[src/rtl/dom_gf_pkg.sv]
// Shared GF(2^n) helpers for the DOM-indep multiplier: field multiply, share-pair
// enumeration and configuration legality.
package dom_gf_pkg;

    localparam int MAX_WIDTH = 4;

    // Polynomial-basis multiply; both legal fields reduce x^WIDTH to x+1 (0b0011).
    function automatic logic [MAX_WIDTH-1:0] gf_mul(input logic [MAX_WIDTH-1:0] a,
                                                    input logic [MAX_WIDTH-1:0] b,
                                                    input int width);
        logic [MAX_WIDTH-1:0] acc;
        logic [MAX_WIDTH-1:0] sh;
        logic [MAX_WIDTH-1:0] mask;
        logic                 msb;
        acc  = 4'h0;
        sh   = a;
        mask = (width == 32'sd2) ? 4'h3 : 4'hF;
        for (int k = 0; k < MAX_WIDTH; k++) begin
            acc = acc ^ (((k < width) && b[k]) ? sh : 4'h0);
            msb = (width == 32'sd2) ? sh[1] : sh[3];
            sh  = ((sh << 1) & mask) ^ (msb ? 4'h3 : 4'h0);
        end
        return acc;
    endfunction

    function automatic int n_pairs(input int shares);
        return (shares * (shares - 32'sd1)) / 32'sd2;
    endfunction

    // Lexicographic index of the unordered pair {i,j}, i != j.
    function automatic int pair_idx(input int i, input int j, input int shares);
        int lo;
        int hi;
        int idx;
        lo  = (i < j) ? i : j;
        hi  = (i < j) ? j : i;
        idx = 32'sd0;
        for (int k = 0; k < lo; k++) begin
            idx = idx + shares - 32'sd1 - k;
        end
        return idx + hi - lo - 32'sd1;
    endfunction

    function automatic bit legal_config(input int shares, input int width, input int lanes);
        return (shares >= 32'sd2) && ((width == 32'sd2) || (width == 32'sd4)) && (lanes >= 32'sd1);
    endfunction

endpackage

[src/rtl/dom_gf2n_lane.sv]
// One lane of the DOM-indep multiplier: stage-1 inner/cross-term registers and
// the share-wise compression that reads only those registers.
module dom_gf2n_lane
    import dom_gf_pkg::*;
#(
    parameter int SHARES = 2,
    parameter int WIDTH  = 2
) (
    input  logic                               ClkxCI,
    input  logic                               RstxBI,
    input  logic                               Load1xS,
    input  logic [SHARES*WIDTH-1:0]            XxDI,
    input  logic [SHARES*WIDTH-1:0]            YxDI,
    input  logic [n_pairs(SHARES)*WIDTH-1:0]   ZxDI,
    output logic [SHARES*WIDTH-1:0]            QxDO
);

    // Diagonal [i][i] holds the inner term, off-diagonal [i][j] the masked cross term.
    logic [WIDTH-1:0] term_s [SHARES][SHARES];
    (* keep = "true" *) logic [WIDTH-1:0] term_r [SHARES][SHARES];
    logic [SHARES*WIDTH-1:0] q_s;

    for (genvar gI = 0; gI < SHARES; gI++) begin : gRow
        for (genvar gJ = 0; gJ < SHARES; gJ++) begin : gCol
            if (gI == gJ) begin : gInner
                assign term_s[gI][gJ] = WIDTH'(gf_mul(4'(XxDI[gI*WIDTH +: WIDTH]),
                                                      4'(YxDI[gJ*WIDTH +: WIDTH]), WIDTH));
            end else begin : gCross
                localparam int PIDX = pair_idx(gI, gJ, SHARES);
                assign term_s[gI][gJ] = WIDTH'(gf_mul(4'(XxDI[gI*WIDTH +: WIDTH]),
                                                      4'(YxDI[gJ*WIDTH +: WIDTH]), WIDTH))
                                        ^ ZxDI[PIDX*WIDTH +: WIDTH];
            end
        end
    end

    // Stage-1 term registers; hold contents (valid or not) when not loading.
    always_ff @(posedge ClkxCI or negedge RstxBI) begin
        if (!RstxBI) begin
            term_r <= '{default: '0};
        end else if (Load1xS) begin
            term_r <= term_s;
        end else begin
            term_r <= term_r;
        end
    end

    // Compression: each output share folds only its own registered row.
    always_comb begin
        q_s = '0;
        for (int i = 0; i < SHARES; i++) begin
            for (int j = 0; j < SHARES; j++) begin
                q_s[i*WIDTH +: WIDTH] = q_s[i*WIDTH +: WIDTH] ^ term_r[i][j];
            end
        end
    end

    assign QxDO = q_s;

endmodule

[src/rtl/dom_shared_mul_gf2n_lanes.sv]
// LANES parallel DOM-indep GF(2^WIDTH) multipliers sharing one masked Y operand,
// behind an elastic valid/ready pipeline of one or two stages.
module dom_shared_mul_gf2n_lanes
    import dom_gf_pkg::*;
#(
    parameter int SHARES    = 2,
    parameter int WIDTH     = 2,
    parameter int LANES     = 4,
    parameter int PIPELINED = 1
) (
    input  logic                                     ClkxCI,
    input  logic                                     RstxBI,
    input  logic                                     InValidxSI,
    output logic                                     InReadyxSO,
    input  logic [LANES*SHARES*WIDTH-1:0]            XxDI,
    input  logic [SHARES*WIDTH-1:0]                  YxDI,
    input  logic [LANES*n_pairs(SHARES)*WIDTH-1:0]   ZxDI,
    output logic                                     RndAckxSO,
    output logic                                     OutValidxSO,
    input  logic                                     OutReadyxSI,
    output logic [LANES*SHARES*WIDTH-1:0]            QxDO
);

    localparam int SW = SHARES * WIDTH;
    localparam int PW = n_pairs(SHARES) * WIDTH;

    if (!legal_config(SHARES, WIDTH, LANES)) begin : gIllegal
        $error("dom_shared_mul_gf2n_lanes: need SHARES>=2, WIDTH in {2,4}, LANES>=1");
    end

    logic                  valid1_r;
    logic                  ready1_s;
    logic [LANES*SW-1:0]   comp_s;

    assign InReadyxSO = ready1_s;
    assign RndAckxSO  = InValidxSI & ready1_s;

    // Stage-1 valid bit, common to all lanes.
    always_ff @(posedge ClkxCI or negedge RstxBI) begin
        if (!RstxBI) begin
            valid1_r <= 1'b0;
        end else if (ready1_s) begin
            valid1_r <= InValidxSI;
        end else begin
            valid1_r <= valid1_r;
        end
    end

    for (genvar gL = 0; gL < LANES; gL++) begin : gLane
        dom_gf2n_lane #(
            .SHARES (SHARES),
            .WIDTH  (WIDTH)
        ) uLane (
            .ClkxCI  (ClkxCI),
            .RstxBI  (RstxBI),
            .Load1xS (ready1_s),
            .XxDI    (XxDI[gL*SW +: SW]),
            .YxDI    (YxDI),
            .ZxDI    (ZxDI[gL*PW +: PW]),
            .QxDO    (comp_s[gL*SW +: SW])
        );
    end

    if (PIPELINED != 0) begin : gPipe
        logic                valid2_r;
        logic                ready2_s;
        logic [LANES*SW-1:0] q2_r;

        assign ready2_s = ~valid2_r | OutReadyxSI;
        assign ready1_s = ~valid1_r | ready2_s;

        // Output stage: registered compression result and its valid bit.
        always_ff @(posedge ClkxCI or negedge RstxBI) begin
            if (!RstxBI) begin
                valid2_r <= 1'b0;
                q2_r     <= '0;
            end else if (ready2_s) begin
                valid2_r <= valid1_r;
                q2_r     <= comp_s;
            end else begin
                valid2_r <= valid2_r;
                q2_r     <= q2_r;
            end
        end

        assign OutValidxSO = valid2_r;
        assign QxDO        = q2_r;
    end else begin : gDirect
        assign ready1_s    = ~valid1_r | OutReadyxSI;
        assign OutValidxSO = valid1_r;
        assign QxDO        = comp_s;
    end

endmodule

[config.mk]
export PLATFORM = sky130hd
export DESIGN_NAME = dom_shared_mul_gf2n_lanes
export DESIGN_NICKNAME = d
export VERILOG_FILES = /design/src/rtl/dom_gf_pkg.sv /design/src/rtl/dom_gf2n_lane.sv /design/src/rtl/dom_shared_mul_gf2n_lanes.sv
export SDC_FILE = /design/constraint.sdc
export NUM_CORES = 1
export LEC_CHECK = 0
export BUFFER_PORTS_ARGS = -buffer_cell sky130_fd_sc_hd__clkbuf_2
export CORE_UTILIZATION = 51
export CTS_CLUSTER_SIZE = 14
export DETAILED_ROUTE_END_ITERATION = 10
export PLACE_DENSITY = 0.81
export SLEW_MARGIN = 20
export SYNTH_ARGS = -nofsm -noshare
export SYNTH_HDL_FRONTEND = slang
export SYNTH_SLANG_ARGS = --single-unit
[constraint.sdc]
create_clock -name ClkxCI -period 1.1 [get_ports ClkxCI]
set_input_delay 0.11 -clock ClkxCI [delete_from_list [all_inputs] [get_ports ClkxCI]]
set_output_delay 0.11 -clock ClkxCI [all_outputs]
set_load 0.01 [all_outputs]
==> results of run 1 <==
## cells in the final DEF, fill, tap and decap left out, drive strengths merged
cell type / synthesis / routed
a211oi: 1 / 1
a221oi: 8 / 8
xnor2: 32 / 32
a21oi: 16 / 16
and2: 1 / 1
clkbuf: 1 / 54
nor2b: 7 / 7
dfrtp: 50 / 50
inv: 2 / 2
xor2: 16 / 16
dlygate4sd3: 0 / 1
mux2: 17 / 17
and3b: 1 / 1
a31oi: 7 / 7
and4bb: 1 / 1
nand2: 64 / 64
buf: 19 / 40
nor2: 27 / 27
nor4bb: 7 / 7
nor3b: 7 / 7
nand2b: 2 / 2
bufinv: 0 / 2
bufbuf: 0 / 2
o21ai: 31 / 31
## flip-flops by register name, indices dropped and copies added, names as in the netlist
register and cells:
OutValidxSO 1, QxDO 16, gLane.uLane.term_r 32, valid1_r 1
## power groups by stage
stage / clock network (W) / registers [W] / logic, W
detailed placement: 0 / 0.00248 / 0.00152
finish: 0.00161 / 0.00246 / 0.00170
global route: 0.00169 / 0.00250 / 0.00185
floorplan: 0 / 0.00253 / 0.000874
CTS: 0.00160 / 0.00244 / 0.00163
global placement: 0 / 0.00246 / 0.00147
## per-layer routing
metal,GRT usage,up-vias
li1,-,1224
met1,0.3343,1266
met2,0.4357,99
met3,0.05233,21
met4,0.1074,0
met5,0,-
## cell usage after synthesis
| cell | number | area, sq um |
|---|---|---|
| nand2b_1 | 2 | 12.51 |
| a21oi_1 | 16 | 80.08 |
| a31oi_1 | 7 | 43.79 |
| mux2_1 | 1 | 11.26 |
| buf_1 | 4 | 15.01 |
| nor2_1 | 26 | 97.59 |
| a211oi_2 | 1 | 12.51 |
| mux2_2 | 9 | 101.4 |
| dfrtp_1 | 50 | 1251 |
| and2_1 | 1 | 6.260 |
| o21ai_1 | 20 | 100.1 |
| xor2_1 | 16 | 140.1 |
| inv_1 | 1 | 3.750 |
| buf_4 | 2 | 15.01 |
| o21ai_0 | 11 | 55.05 |
| buf_2 | 8 | 40.04 |
| nor4bb_1 | 7 | 70.07 |
| nor2_4 | 1 | 11.26 |
| mux2_4 | 7 | 105.1 |
| xnor2_1 | 32 | 280.3 |
| a221oi_1 | 1 | 8.760 |
| nor2b_1 | 7 | 43.79 |
| clkbuf_1 | 1 | 3.750 |
| inv_2 | 1 | 3.750 |
| buf_6 | 5 | 56.30 |
| nand2_1 | 64 | 240.2 |
| a221oi_2 | 7 | 105.1 |
| and3b_1 | 1 | 8.760 |
| nor3b_1 | 7 | 52.55 |
| and4bb_1 | 1 | 12.51 |
## logic make-up after synthesis
group,after synthesis
multiplexers,17
AO/OA/AOI/OAI,63
AND/OR/NAND/NOR,117
flip-flops,50
buffers and inverters,22
XOR/XNOR,48
## critical path: stages, from the launching register on
cell and delay [ns]:
dfrtp_1 0.39, nand2b_4 0.08, nor2_4 0.12, inv_4 0.06, and2_4 0.14, buf_6 0.11
## per-stage QoR
step | setup TNS (ns) | hold slack (ns) | cells
floorplan | -0.8774 | -0.1856 | 317
global placement | -2.165 | 0.1196 | 454
detailed placement | -3.297 | 0.1258 | 454
CTS | -6.058 | 0.007159 | 469
global route | -6.909 | 0.01960 | 468
finish | -4.605 | 0.02110 | 468
## cell type report
type / instances / area [sq um]
clock buffer: 6 / 82.58
timing repair buffer: 91 / 688.2
multi-input combinational: 245 / 1673
sequential: 50 / 1251
fill: 406 / 1719
inverter: 2 / 10.01
tap: 72 / 90.09
clock inverter: 2 / 60.06
## timing repair
item | in CTS | in global routing
cloned | 2 | 0
endpoints found under the setup margin | 26 | 51
pin swaps | 3 | 1
hold buffers | 1 | 0
hold endpoints to repair | 50 | 0
gates resized for setup | 12 | 15
setup buffers | 4 | 0
## worst paths after layout
check	cells after the start	end	start	slack [ns]
setup reg to reg	5	gLane[3].uLane.term_r[5]	OutValidxSO	-0.18
hold reg to reg	2	OutValidxSO	valid1_r	0.49
hold / removal	2	valid1_r	InValidxSI	0.02
min in group asynchronous	3	gLane[2].uLane.term_r[5]	RstxBI	0.37
setup / recovery	5	RndAckxSO	OutValidxSO	-0.23
max in group asynchronous	3	QxDO[10]	RstxBI	0.50
==> reports/summary.txt, run 1 <==
Post-DR vias/cell - 5.577
Seq pwr share - 0.426
Leakage Power - 1.692 nW
Die X-Extent - 78.54 microns
Final nets - 427
Worst Setup Slack, final - -0.2257 ns
Final setup fails - 34
Setup Skew - 0.007990 ns
Int Pwr - 0.004020 W
Dpl ws - -0.2456 ns
Share of cells above drive strength 1 - 0.3409
Die Y - 78.54 microns
Drt first pass iters - 5
Status - finished, violations left
PwrDens - 1497 nW/um^2
Yosys warnings - 0
Num rows - 27
First-pass GRT wire length - 12,320 microns
Adder-Cell Fraction of Synth Area - 0
Sw Ratio - 0.3036
Clock-pin slew on the worst setup and hold paths - 0.09 ns
Worst slew pin tran - 0.3692 ns
Syn_nets - 349
Design Area, Final - 3855 sq um
Finished Core Util - 0.6916
Mux cell area share after synthesis - 0.07286
Overall Global Routing Usage - 0.2629
Clock Latency Late Sink - 0.31 ns
Hold Crit Class - input port to register
Slew headroom - 0.7505
Max-cap violation count - 0
Hold Vio Cnt, Final - 0
Max VDD drop - 0.0006547 V
Worst endpoint data arrival time - 1.22 ns
Unrepaired setup endpoints after global routing - true
Met3 wire len - 435 microns
Top layer reached by signal wires - met4
Post-route minimum period - 1.326 ns
Complex-gate fraction of the synthesized area - 0.1357
Routed vias - 2,610
GR Overflow Total - 0
DP Area - 3507 sq um
Die area - 6169 sq um
Port Buffers - 50
Highest Clock Rate - 754.3 MHz
Number of global-route vias before repair - 2,535
WL final - 7727 microns
Yosys reg bits - 50
Netlist cell types - 30
Largest family of logic cells by synthesized area - simple AND/OR/NAND/NOR gates
Met2 WL - 3732 microns
Synth Area in XOR/XNOR - 0.1407
Synth Area in Simple Gates - 0.1859
Sw Pwr - 0.001752 W
GPL Wtd Cong - 0.8121
Routed Antenna Nets - 0
Initial Utilization - 0.5360
N_diodes - 0
Seq/Total Area, Yosys - 0.4188
Post-detail-place hpwl - 4839 microns
Drt initial violations - 237
Failing checks - setup timing
Crit path launch type - register
Crit share post-route - 1.205
Post-Syn Area per Cell - 9.425 sq um
Core Area - 5574 sq um
Clock group share of total power - 0.280
Setup Crit Path Kind - register to output pin
DR WL/cell - 16.51 microns
Post-route DRC - 0
Combinational Power Share - 0.295
Root Driver - clkbuf_8
Synthesis-to-finish area growth - 29.02%
I/O Pins - 51
TritonCTS buffer count - 5
CTS tree - built
Clock buffer depth - 2
WP data required - 0.99 ns
CTS H-tree lvls - 2
Clock sinks - 50
Crit-path max FO - 3
Post-Syn Area - 2988 sq um
Worst setup EP type - output pin
Slew Limit Fails - 0
Gate Count Post-Synth - 317
Routed met1 length - 3338 microns
Initial antenna violation count - 0
Pin count of the biggest net entering global routing - 51
Final Power - 0.005772 W
No activity file was read; power rests on OpenSTA's default activity.
==> inputs of run 2 (changes only) <==
CORE_ASPECT_RATIO = 1.5   (was unset)
CORE_MARGIN = 4   (was unset)
==> run 2 against run 1 <==
Compared with the run above: the run still ends with setup timing left; sequential power about the same; clock-buffer cell count unchanged; final cell count up 1.7%; final area up 3.8%; largest cell class unchanged.
==> reports/summary.txt, run 2 (same netlist as run 1, synthesis figures left out) <==
Status - finished, violations left
Failing checks - setup timing
CTS tree - built
Max-cap violation count - 0 (unchanged)
Die area - 7173 sq um (+16%)
Port Buffers - 50 (unchanged)
Crit share post-route - 1.225 (+0.01933)
N_diodes - 0 (unchanged)
TNS Setup - -3.113 ns (+1.492 ns)
Worst endpoint data arrival time - 1.24 ns (+0.02 ns)
Routed vias - 2,638 (+1.1%)
Area of the multi-input gates - 1744 sq um (+4.3%)
Crit-path max FO - 3 (unchanged)
Initial Utilization - 0.5360 (unchanged)
Routed Antenna Nets - 0 (unchanged)
Worst Setup Slack, final - -0.2470 ns (-0.02126 ns)
Num rows - 33 (+22%)
Clock buffer depth - 2 (unchanged)
Finished Core Util - 0.7181 (+0.02649)
Leakage Power - 1.778 nW (+5.1%)
Initial antenna violation count - 0 (unchanged)
Crit path cell chain - nand2b_4 -> nor2_4 -> inv_4 -> and2_4 -> buf_6
Crit-path leading delay family - flip-flops
Final Power - 0.005590 W (-3.2%)
Slew headroom - 0.7841 (+0.03359)
Number of global-route vias before repair - 2,408 (-5.0%)
Post-route DRC - 0 (unchanged)
Post-DR vias/cell - 5.542 (-0.63%)
Core Area - 5574 sq um (unchanged)
Share of cells above drive strength 1 - 0.4113 (+0.07042)
Unrepaired setup endpoints after global routing - true
Root Driver - clkbuf_8
Overall Global Routing Usage - 0.1971 (-0.06578)
Die X-Extent - 70.50 microns (-10%)
Hold Vio Cnt, Final - 0 (unchanged)
Setup Skew - 0.003687 ns (-0.004304 ns)
Max VDD drop - 0.0006615 V (+1.0%)
Worst setup EP type - output pin
First-pass GRT wire length - 11,160 microns (-9.4%)
Crit path launch type - register
Commonest non-fill, non-tap cell in the layout - nand2_1
Final nets - 437 (+2.3%)
DR WL/cell - 16.35 microns (-0.96%)
Clock sinks - 50 (unchanged)
Post-route minimum period - 1.347 ns (+0.02126 ns)
I/O Pins - 51 (unchanged)
Post-detail-place hpwl - 4685 microns (-3.2%)
Highest Clock Rate - 742.4 MHz (-1.6%)
Worst hold slack - 0.04020 ns (+0.01910 ns)
Drt initial violations - 142 (-40%)
Filler cells - 384 (-5.4%)
PwrDens - 1397 nW/um^2 (-6.7%)
WP data required - 0.99 ns (about the same)
Worst slew pin tran - 0.3195 ns (-0.04971 ns)
Clock-pin slew on the worst setup and hold paths - 0.09 ns (about the same)
WL final - 7784 microns (+0.74%)
Most flops, register - gLane.uLane.term_r
Setup Crit Path Kind - register to output pin
Most frequent cells in the layout - 51 x nand2_1, 50 x dfrtp_1, 48 x clkbuf_2
Max reg flops - 32 (unchanged)
Final setup fails - 32 (-5.9%)
Dpl ws - -0.2195 ns (+0.02608 ns)
Slew Limit Fails - 0 (unchanged)
Clock Latency Late Sink - 0.31 ns (about the same)
CTS H-tree lvls - 2 (unchanged)
Register area - 1251 sq um (unchanged)
GR Overflow Total - 0 (unchanged)
Die Y - 101.7 microns (+30%)
Pin count of the biggest net entering global routing - 51 (unchanged)
Drt first pass iters - 4 (-1)
Worst Path Buf+Inv - 2 (unchanged)
Largest stage delay on the critical path - 0.41 ns (+0.02 ns)
GPL Wtd Cong - 0.8059 (-0.76%)
Critical path's slowest cell - dfrtp_1
Synthesis-to-finish area growth - 33.96%
TritonCTS buffer count - 5 (unchanged)
Hold Crit Class - input port to register
-- run 2: changes by cell type in the layout (fill, tap and decap cells not counted), moves of 2 or more --
cell       change
nand2_4        +4
nand2_2        +9
o21ai_1        -5
clkbuf_16      +2
buf_4          +2
o21ai_2       +10
nand2_1       -13
nor2_4         +2
o21ai_0        -4
bufbuf_16      -2
buf_6          +7
-- run 2: path summary, 6_finish.rpt --
kind                                            end  cells after the start                      from  slack, ns
max in group asynchronous  gLane[0].uLane.term_r[3]                      3                    RstxBI       0.54
setup reg to reg           gLane[0].uLane.term_r[2]                      7               OutValidxSO      -0.17
min in group asynchronous  gLane[2].uLane.term_r[1]                      3                    RstxBI       0.32
hold / removal                             valid1_r                      2                InValidxSI       0.04
setup / recovery                          RndAckxSO                      5               OutValidxSO      -0.25
hold reg to reg            gLane[1].uLane.term_r[0]                      2  gLane[1].uLane.term_r[0]       0.51
-- run 2: layout make-up --
class,count,area share
Clock buffer,6,0.01813
Clock inverter,2,0.009378
Inverter,2,0.002501
Multi-Input combinational cell,245,0.4358
Sequential cell,50,0.3126
Tap cell,70,0.02188
Timing Repair Buffer,101,0.1997
-- run 2: report_power, final --
part,switching [W],total (W),leakage [nW],internal (W)
Clock,0.000638,0.00132,0.0514,0.000679
Combinational,0.000895,0.00180,1.14,0.000904
Sequential,0.000266,0.00247,0.587,0.00221
Total,0.00180,0.00559,1.78,0.00379
-- run 2: repair_timing --
action                                  in CTS  in global routing
endpoints found under the setup margin      30                 51
setup buffers                                2                  5
resized for setup                            8                 58
pin swaps                                    2                 12
gates cloned                                 1                  3
endpoints found under the hold margin       50                  0
hold buffers                                 1                  0
-- run 2: worst reg2reg max path, stage by stage, from the launching register on --
cell and delay [ns]:
dfrtp_1 0.41, nand2b_4 0.08, nor2_4 0.14, buf_6 0.17
buf_6 0.12, buf_6 0.14, nand2_2 0.06, o21ai_1 0.08
-- run 2: metrics by stage --
step                cell area (sq um)  cells
floorplan                        3019    317
global placement                 3535    456
detailed placement               3535    456
CTS                              3727    468
global route                     4003    476
finish                           4003    476
-- run 2: layer usage --
metal  vias up  global-route usage  part of all wire
li1       1247                   -                 -
met1      1298              0.2414              0.40
met2        79              0.3485              0.53
met3        14             0.02681             0.048
met4         0             0.07965             0.023
met5         -                   0                 0
